--- config.mk ---
export PLATFORM = sky130hd
export DESIGN_NAME = fp_mul_pipe
export DESIGN_NICKNAME = d
export VERILOG_FILES = /design/src/rtl/fp_mul_pipe.sv
export SDC_FILE = /design/constraint.sdc
export NUM_CORES = 2
export LEC_CHECK = 0
export BUFFER_PORTS_ARGS = -buffer_cell sky130_fd_sc_hd__clkbuf_2
export CORE_ASPECT_RATIO = 2
export CORE_MARGIN = 3
export CORE_UTILIZATION = 35
export DETAILED_ROUTE_END_ITERATION = 12
export PLACE_DENSITY_LB_ADDON = 0.05
export SLEW_MARGIN = 20
export SYNTH_ARGS = -nofsm -noshare
export SYNTH_HDL_FRONTEND = slang
export SYNTH_SLANG_ARGS = --single-unit
--- constraint.sdc ---
create_clock -name clk -period 21.3 [get_ports clk]
set_clock_uncertainty 0.15 [all_clocks]
set_input_delay 2.13 -clock clk [delete_from_list [all_inputs] [get_ports clk]]
set_output_delay 2.13 -clock clk [all_outputs]
set_load 0.005 [all_outputs]
--- src/rtl/fp_mul_pipe.sv ---
`default_nettype none
// ============================================================================
// Module   : fp_mul_pipe
// Purpose  : Three-stage pipelined floating-point multiplier for IEEE-754
//            style operands {sign, exponent, mantissa}. Rounds to nearest,
//            ties to even. Denormal inputs are flushed to zero and tiny
//            results are flushed to signed zero. Any NaN becomes the
//            canonical quiet NaN.
//
//            Stage 1 : unpack fields, classify zero / Inf / NaN
//            Stage 2 : full-width mantissa multiply, biased exponent sum
//            Stage 3 : normalise, round, range-check, pack
//
// Ports    : clk        - clock, every register updates on the rising edge
//            rst        - asynchronous active-high reset
//            data_iA    - operand A {sign, exp, mant}
//            data_iB    - operand B {sign, exp, mant}
//            Valid_In   - operand pair is valid this cycle
//            Ready_In   - pipeline accepts an operand pair this cycle
//            data_o     - product
//            Valid_Out  - data_o / flags_o hold a result
//            Ready_Out  - downstream takes the result this cycle
//            flags_o    - {invalid, overflow, underflow, inexact}
//
// Revision : 1.0 - initial release
// ============================================================================
module fp_mul_pipe #(
  parameter int EXP_W     = 8,
  parameter int MAN_W     = 23,
  parameter int BUS_WIDTH = 1 + EXP_W + MAN_W
) (
  input  logic                 clk,
  input  logic                 rst,
  input  logic [BUS_WIDTH-1:0] data_iA,
  input  logic [BUS_WIDTH-1:0] data_iB,
  input  logic                 Valid_In,
  output logic                 Ready_In,
  output logic [BUS_WIDTH-1:0] data_o,
  output logic                 Valid_Out,
  input  logic                 Ready_Out,
  output logic [3:0]           flags_o
);

  // Product width of two (MAN_W+1)-bit significands, and the width of the
  // signed exponent arithmetic (two guard bits catch overflow and negatives).
  localparam int PW = 2 * MAN_W + 2;
  localparam int EW = EXP_W + 2;
  localparam int FW = 1 + EXP_W + MAN_W;

  localparam logic signed [EW-1:0] BIAS    = {3'b000, {(EXP_W-1){1'b1}}};
  localparam logic signed [EW-1:0] EXP_MAX = {2'b00, {EXP_W{1'b1}}};

  localparam logic [FW-1:0] QNAN = {1'b0, {EXP_W{1'b1}}, 1'b1, {(MAN_W-1){1'b0}}};

  // --------------------------------------------------------------------------
  // Global flow control: the whole pipe moves together. It may move whenever
  // the output register is empty or is being drained this cycle, so a stall
  // freezes every stage and nothing in flight is lost or duplicated.
  // --------------------------------------------------------------------------
  logic advance;

  assign advance  = Ready_Out | ~Valid_Out;
  assign Ready_In = advance;

  // --------------------------------------------------------------------------
  // Stage 1: unpack and classify
  // --------------------------------------------------------------------------
  logic             a_sign, b_sign;
  logic [EXP_W-1:0] a_exp, b_exp;
  logic [MAN_W-1:0] a_man, b_man;
  logic             a_zero, b_zero;
  logic             a_inf, b_inf;
  logic             a_nan, b_nan;

  assign a_sign = data_iA[EXP_W+MAN_W];
  assign b_sign = data_iB[EXP_W+MAN_W];
  assign a_exp  = data_iA[MAN_W +: EXP_W];
  assign b_exp  = data_iB[MAN_W +: EXP_W];
  assign a_man  = data_iA[MAN_W-1:0];
  assign b_man  = data_iB[MAN_W-1:0];

  // A zero exponent is zero regardless of mantissa (denormals flush).
  assign a_zero = (a_exp == '0);
  assign b_zero = (b_exp == '0);
  assign a_inf  = (a_exp == '1) && (a_man == '0);
  assign b_inf  = (b_exp == '1) && (b_man == '0);
  assign a_nan  = (a_exp == '1) && (a_man != '0);
  assign b_nan  = (b_exp == '1) && (b_man != '0);

  logic             s1_valid;
  logic             s1_sign;
  logic [EXP_W-1:0] s1_ea, s1_eb;
  logic [MAN_W:0]   s1_ma, s1_mb;
  logic             s1_nan, s1_inf, s1_zero;

  always_ff @(posedge clk or posedge rst) begin
    if (rst) begin
      s1_valid <= 1'b0;
      s1_sign  <= 1'b0;
      s1_ea    <= '0;
      s1_eb    <= '0;
      s1_ma    <= '0;
      s1_mb    <= '0;
      s1_nan   <= 1'b0;
      s1_inf   <= 1'b0;
      s1_zero  <= 1'b0;
    end else if (advance) begin
      s1_valid <= Valid_In;
      s1_sign  <= a_sign ^ b_sign;
      s1_ea    <= a_exp;
      s1_eb    <= b_exp;
      s1_ma    <= {1'b1, a_man};
      s1_mb    <= {1'b1, b_man};
      // Inf x 0 is invalid just like a NaN operand; the remaining special
      // classes are resolved by priority in stage 3.
      s1_nan   <= a_nan | b_nan | (a_inf & b_zero) | (a_zero & b_inf);
      s1_inf   <= a_inf | b_inf;
      s1_zero  <= a_zero | b_zero;
    end
  end

  // --------------------------------------------------------------------------
  // Stage 2: significand multiply and exponent sum
  // --------------------------------------------------------------------------
  logic [PW-1:0]        prod;
  logic signed [EW-1:0] esum;

  assign prod = PW'(s1_ma) * PW'(s1_mb);
  assign esum = $signed({2'b00, s1_ea}) + $signed({2'b00, s1_eb}) - BIAS;

  logic                 s2_valid;
  logic                 s2_sign;
  logic [PW-1:0]        s2_prod;
  logic signed [EW-1:0] s2_esum;
  logic                 s2_nan, s2_inf, s2_zero;

  always_ff @(posedge clk or posedge rst) begin
    if (rst) begin
      s2_valid <= 1'b0;
      s2_sign  <= 1'b0;
      s2_prod  <= '0;
      s2_esum  <= '0;
      s2_nan   <= 1'b0;
      s2_inf   <= 1'b0;
      s2_zero  <= 1'b0;
    end else if (advance) begin
      s2_valid <= s1_valid;
      s2_sign  <= s1_sign;
      s2_prod  <= prod;
      s2_esum  <= esum;
      s2_nan   <= s1_nan;
      s2_inf   <= s1_inf;
      s2_zero  <= s1_zero;
    end
  end

  // --------------------------------------------------------------------------
  // Stage 3: normalise, round, range-check, pack
  // --------------------------------------------------------------------------
  // The product of two values in [1,2) lies in [1,4). When the top bit is
  // clear, shift left once so the hidden bit always sits at PW-1 and the
  // mantissa / guard / round / sticky positions are fixed.
  logic                 top;
  logic [PW-1:0]        norm;
  logic [MAN_W-1:0]     mant_t;
  logic                 guard, rnd, sticky;
  logic                 round_up;
  logic [MAN_W:0]       mant_sum;
  logic                 carry;
  logic [MAN_W-1:0]     mant_fin;
  logic signed [EW-1:0] exp_fin;
  logic                 inexact;
  logic                 unused_hidden;

  assign top           = s2_prod[PW-1];
  assign norm          = top ? s2_prod : (s2_prod << 1);
  assign unused_hidden = norm[PW-1];
  assign mant_t        = norm[PW-2 -: MAN_W];
  assign guard         = norm[PW-2-MAN_W];
  assign rnd           = norm[PW-3-MAN_W];
  assign sticky        = |norm[PW-4-MAN_W:0];

  // Nearest-even: round up above the halfway point, or exactly at it when
  // the kept LSB is odd.
  assign round_up = guard & (rnd | sticky | mant_t[0]);
  assign mant_sum = {1'b0, mant_t} + (MAN_W+1)'(round_up);

  // A carry out of the mantissa means the rounded value reached 2.0: bump
  // the exponent and the stored mantissa becomes all zeros.
  assign carry    = mant_sum[MAN_W];
  assign mant_fin = carry ? '0 : mant_sum[MAN_W-1:0];
  assign exp_fin  = s2_esum + $signed({{(EW-1){1'b0}}, top})
                            + $signed({{(EW-1){1'b0}}, carry});
  assign inexact  = guard | rnd | sticky;

  logic [FW-1:0] res;
  logic [3:0]    res_flags;

  always_comb begin
    res       = '0;
    res_flags = 4'b0000;
    if (s2_nan) begin
      res       = QNAN;
      res_flags = 4'b1000;
    end else if (s2_inf) begin
      res = {s2_sign, {EXP_W{1'b1}}, {MAN_W{1'b0}}};
    end else if (s2_zero) begin
      res = {s2_sign, {(EXP_W+MAN_W){1'b0}}};
    end else if (exp_fin >= EXP_MAX) begin
      res       = {s2_sign, {EXP_W{1'b1}}, {MAN_W{1'b0}}};
      res_flags = 4'b0101;
    end else if (exp_fin <= $signed(EW'(0))) begin
      res       = {s2_sign, {(EXP_W+MAN_W){1'b0}}};
      res_flags = 4'b0011;
    end else begin
      res       = {s2_sign, exp_fin[EXP_W-1:0], mant_fin};
      res_flags = {3'b000, inexact};
    end
  end

  always_ff @(posedge clk or posedge rst) begin
    if (rst) begin
      Valid_Out <= 1'b0;
      data_o    <= '0;
      flags_o   <= 4'b0000;
    end else if (advance) begin
      Valid_Out <= s2_valid;
      // Bubbles leave the last payload untouched; only Valid_Out drops.
      if (s2_valid) begin
        data_o  <= BUS_WIDTH'(res);
        flags_o <= res_flags;
      end
    end
  end

endmodule
`default_nettype wire

== Word-level counts from Yosys, hierarchy flattened ==
Cells that the tools add are included.
Word-level totals
  bits in registers: 169
  bits of input ports: 68
  output and inout port bits: 38
  logic and storage cells: 68
Operators by class
  add/sub/neg operators: 5
  multiply operators: 1
  order comparisons: 2
  eq/ne operators: 2
  mux-type cells: 12
  bitwise gates (word level): 15
  reduce and logical (&&, ||, !) cells: 12
Operators with widths (count)
  31-bit 2-to-1 mux: 4
  24-bit by 24-bit multiplier with 48-bit output: 1
  47-bit 2-to-1 mux: 1
  23-bit zero test: 2
  23-bit nonzero test: 2
  32-bit 2-to-1 mux: 1
  23-bit by 1-bit adder with 24-bit output: 1
  23-bit 2-to-1 mux: 1
  22-bit OR reduction: 1
  10-bit by 2-bit adder with 10-bit output: 2
  8-bit equality test (second input constant): 2
  8-bit zero test: 2
  10-bit by 9-bit >= comparator with 1-bit output (second input constant): 1
  10-bit by 1-bit <= comparator with 1-bit output (second input constant): 1
  1-bit OR: 10
  9-bit by 7-bit subtractor with 10-bit output (second input constant): 1
  8-bit by 8-bit adder with 9-bit output: 1
  3-bit 2-to-1 mux: 3
  1-bit logical AND: 4
  4-bit 2-to-1 mux: 1
  1-bit bitwise AND: 3
  2-bit 2-to-1 mux: 1
  2-bit AND reduction: 1
  1-bit inverter: 1
  1-bit XOR: 1

== Depth between registers and ports, before layout ==
  depth in word-level cells: 13
  mapped depth: 27
  gate-level depth less buffers: 24

== Worst setup path after synthesis ==
No wires, ideal clock.
  path type: register -> register
  start point: register s1_ma[23]
  end point: register s2_prod[42]
  library setup time: 0.138 ns
  arrival: 6.557 ns
  required time: 21.012 ns
  setup slack: 14.454 ns
  cell stages (with the launch flop): 25
  buffers on the path: 3
  clock period less this slack: 6.846 ns
  cells stage by stage: dfrtp_1 clkbuf_1 clkbuf_1 and2_1 fa_1 fa_1 inv_1 fa_1 fa_1 inv_1 fa_1 fa_1 inv_1 fa_1 inv_1 ha_1 clkbuf_1 and3_1 and2_1 a221o_1 a22o_1 a21o_1 a311oi_2 xor2_1 a21oi_1
Between the ends
  cells in the longest elaborated chain, start to end: 1
Ends and longest elaborated chain
  start, declared: line 93  | logic [MAN_W:0] s1_ma, s1_mb;
  start signal, assigned: line 112  | s1_ma <= {1'b1, a_man};
  24-bit by 24-bit multiplier with 48-bit output: line 128  | assign prod = PW'(s1_ma) * PW'(s1_mb);
  end signal, assigned: line 149  | s2_prod <= prod;
  end, declared: line 133  | logic [PW-1:0] s2_prod;
No other way between the ends.
A chain may end at the register's enable or synchronous reset.

== Worst setup path in the final report ==
  start point: register s1_ma[14]
  end point: register s2_prod[46]
Same word-level chain as after synthesis.

==> results_dict.tcl <==
set metrics [dict create \
    antenna_found_initial 1 \
    syn_nets 3861 \
    synthCells 3117 \
    post-route-util 0.379 \
    pre_cts_slack_ps 13550 \
    maxCapViolations 0 \
    drt-vias-per-instance 5.06 \
    synth_top_flop_cell "dfrtp_1" \
    arrival_ps 8070 \
    status "complete, no violations" \
    setup-tns-final_ps 0 \
    cts_buffers 17 \
    synth.distinct_cells 73 \
    dieHeight_um 400 \
    cp-start-kind "register" \
    crit_path_frequent_cell "fa_1" \
    finalCritPeriodShare 0.366 \
    dpl.hpwl_mm 74.8 \
    synth_seq_cells 168 \
    core_area_um2 77100 \
    hold_class "register to register" \
    path_clk_slew_ps 80 \
    synth_warnings 0 \
    fill_cells 8118 \
    end_kind "register" \
    cp_max_fo 25 \
    start_util 0.353 \
    max-slew-margin-rel 0.211 \
    fin_crit_ps 7800 \
    diodes 0 \
    rows 144 \
    crit_buf_inv 5 \
    synth_top_family_by_area "adder cells" \
    ctsRootBufferMaster "clkbuf_16" \
    cp_slowest_stage_delay_ps 1130 \
    synthAdderAreaFrac 0.445 \
    avgSynthCellArea_um2 8.73 \
    rsz0062_at_grt "no" \
    syn_area_um2 27200 \
    worst_pin_slew_ps 1180 \
    wl_per_cell_um 22.5 \
    timing.fmax_mhz 128 \
    via_count 21000 \
    critPathTopFamily "adder cells" \
    synth_compound_area_frac 0.0742 \
    overflow 0 \
    area_growth_syn_to_layout_pct 7.39 \
    grt_pass1_vias 23700 \
    dr.pass1.iters 5 \
    clock-sinks 168 \
    die_width_um 203 \
    clock_path_buffers 2 \
    hold_violations 0 \
    layout-drive-gt1-share 0.0632 \
    synth_xor_area_frac 0.0206 \
    ant_nets 0 \
    muxShareOfSynthArea 0.00419 \
    ys_async_sr_fraction 1.00 \
    track_usage 0.235 \
    hold_buffers 0 \
    finalNetCount 3848 \
    postLayoutSetupSlackWorst_ps 13500 \
    synth-simple-area-share 0.197 \
    cts-resized-gates 0 \
    synth_edf_count 0 \
    cts_tree "built" \
    critical_path_class "register to register" \
    critPathSlowestCell "dfrtp_1" \
    routabilityCongestion 0.869 \
    timing.critical_path.cells "nand2_1 -> fa_1 -> inv_1 -> fa_1 -> inv_1 -> fa_1 -> fa_1 -> inv_1 -> fa_1 -> fa_1 -> inv_1 -> fa_1 -> inv_1 -> ha_1 -> nand2_1 -> o21ai_0 -> o21ai_0 -> a21oi_1 -> a21o_1 -> a311oi_2 -> or4_1 -> nand3_1" \
    first_iter_violations 1072 \
    drv_slew 0 \
    seq_area_frac_synth 0.155 \
    grt_pass1_wl_mm 144 \
    whs_ps 319 \
    cts_max_level 4 \
    io_pins 106 \
    grt_max_degree 86 \
    cts_setup_buffers 0 \
    crit_required_ps 21570 \
    insertion_delay_ps 480 \
    drc 0 \
    port-buffer-count 105 \
    die_area_um2 81300 \
    wl_mm 93.1 \
    finalSetupViolations 0 \
]
-- logic make-up after synthesis --
| kind of cell | count (synthesis) |
|---|---|
| adders and majority gates | 676 |
| muxes | 11 |
| buffers and inverters | 753 |
| xor gates and xnor gates | 64 |
| AOI/OAI and AO/OA | 310 |
| DFF | 168 |
| and+or+nand+nor | 1135 |
-- metal layers --
metal / wire length (µm) / GRT usage
met5: 0 / 0
met4: 3160 / 0.0755
met3: 2880 / 0.0216
met2: 53000 / 0.466
met1: 34000 / 0.259
-- metrics by stage --
stage / area (µm²) / instances
finish: 29200 / 4139
global placement: 28600 / 4107
global route: 29200 / 4139
CTS: 29200 / 4139
floorplan: 27200 / 3117
detailed placement: 28600 / 4107
-- final cells by class --
cell class	count	area, µm²	share of cell area
clock buffer	18	439	0.0150
clock inverter	14	149	0.00510
inverter	581	2190	0.0749
multi-input combinational	2196	20200	0.690
sequential	168	4210	0.144
tap	1022	1280	0.0438
timing repair buffer	140	788	0.0270
-- state kept, by name, summed over array words and instances (netlist names), 4 cells and up --
register	count
s2_esum	10
s2_prod	48
s1_eb	8
s1_mb	23
flags_o	4
s1_ma	24
data_o	32
s1_ea	8
-- synthesized netlist by cell type, types with 4 or more instances --
cell      count  area (µm²)
o31ai_1       9        67.6
buf_1        11        41.3
and3_1       16         100
a22o_1       20         175
clkbuf_1    152         571
o21ai_0      50         250
o211ai_1      7        52.6
o21ai_1       6        30.0
a311oi_1      4        35.0
nor2_1       87         327
o22a_1        5        43.8
a21oi_1     102         510
xor2_1       26         228
nor2b_1      14        87.6
and2_1      293        1830
nor3_1       19        95.1
nand3_1      28         140
dfrtp_1     168        4200
fa_1        484        9690
nand4_1      23         144
o22ai_1       4        25.0
nand2b_1      7        43.8
a31oi_1      18         113
nand2_1     604        2270
xnor2_1      38         333
a211oi_1      8        60.1
a21o_1       26         195
mux2i_1       8        80.1
inv_1       579        2170
buf_2         6        30.0
a32o_1        6        60.1
ha_1        192        2400
o21bai_1     12        90.1
nor4_1       25         156
a211o_1       4        35.0
-- final timing paths --
check | startpoint | end | slack, ps | depth (start not counted)
worst min register to register | s1_mb[11] | s1_mb[11] | 320 | 2
worst max register to register | s1_ma[14] | s2_prod[46] | 13500 | 22
min in group asynchronous | rst | s2_prod[28] | 1450 | 2
max in group asynchronous | rst | s1_eb[6] | 18240 | 3
worst max-delay path | s1_ma[14] | s2_prod[46] | 13500 | 22
worst min-delay path | s1_mb[11] | s1_mb[11] | 320 | 2
-- cells in the final DEF (no fill, tap or decap), types with 28 or more instances in the layout --
| master | netlist | layout |
|---|---|---|
| nor2_1 | 87 | 87 |
| nand3_1 | 28 | 28 |
| inv_1 | 579 | 578 |
| clkbuf_2 | 0 | 105 |
| buf_4 | 2 | 35 |
| dfrtp_1 | 168 | 161 |
| nand2_1 | 604 | 604 |
| a21oi_1 | 102 | 102 |
| and2_1 | 293 | 293 |
| o21ai_0 | 50 | 50 |
| xnor2_1 | 38 | 38 |
| ha_1 | 192 | 192 |
| fa_1 | 484 | 484 |
-- worst reg2reg max path: stages (launching register included) --
cell and delay (ps):
dfrtp_1 1130, nand2_1 210, fa_1 570, inv_1 50
fa_1 500, inv_1 70, fa_1 510, fa_1 520
inv_1 60, fa_1 500, fa_1 500, inv_1 50
fa_1 480, inv_1 50, ha_1 460, nand2_1 80
o21ai_0 300, o21ai_0 140, a21oi_1 400, a21o_1 270
a311oi_2 150, or4_1 510, nand3_1 100
Power is not shown: default switching activity piles up to over one toggle a cycle in this logic, so the estimate is an artifact.
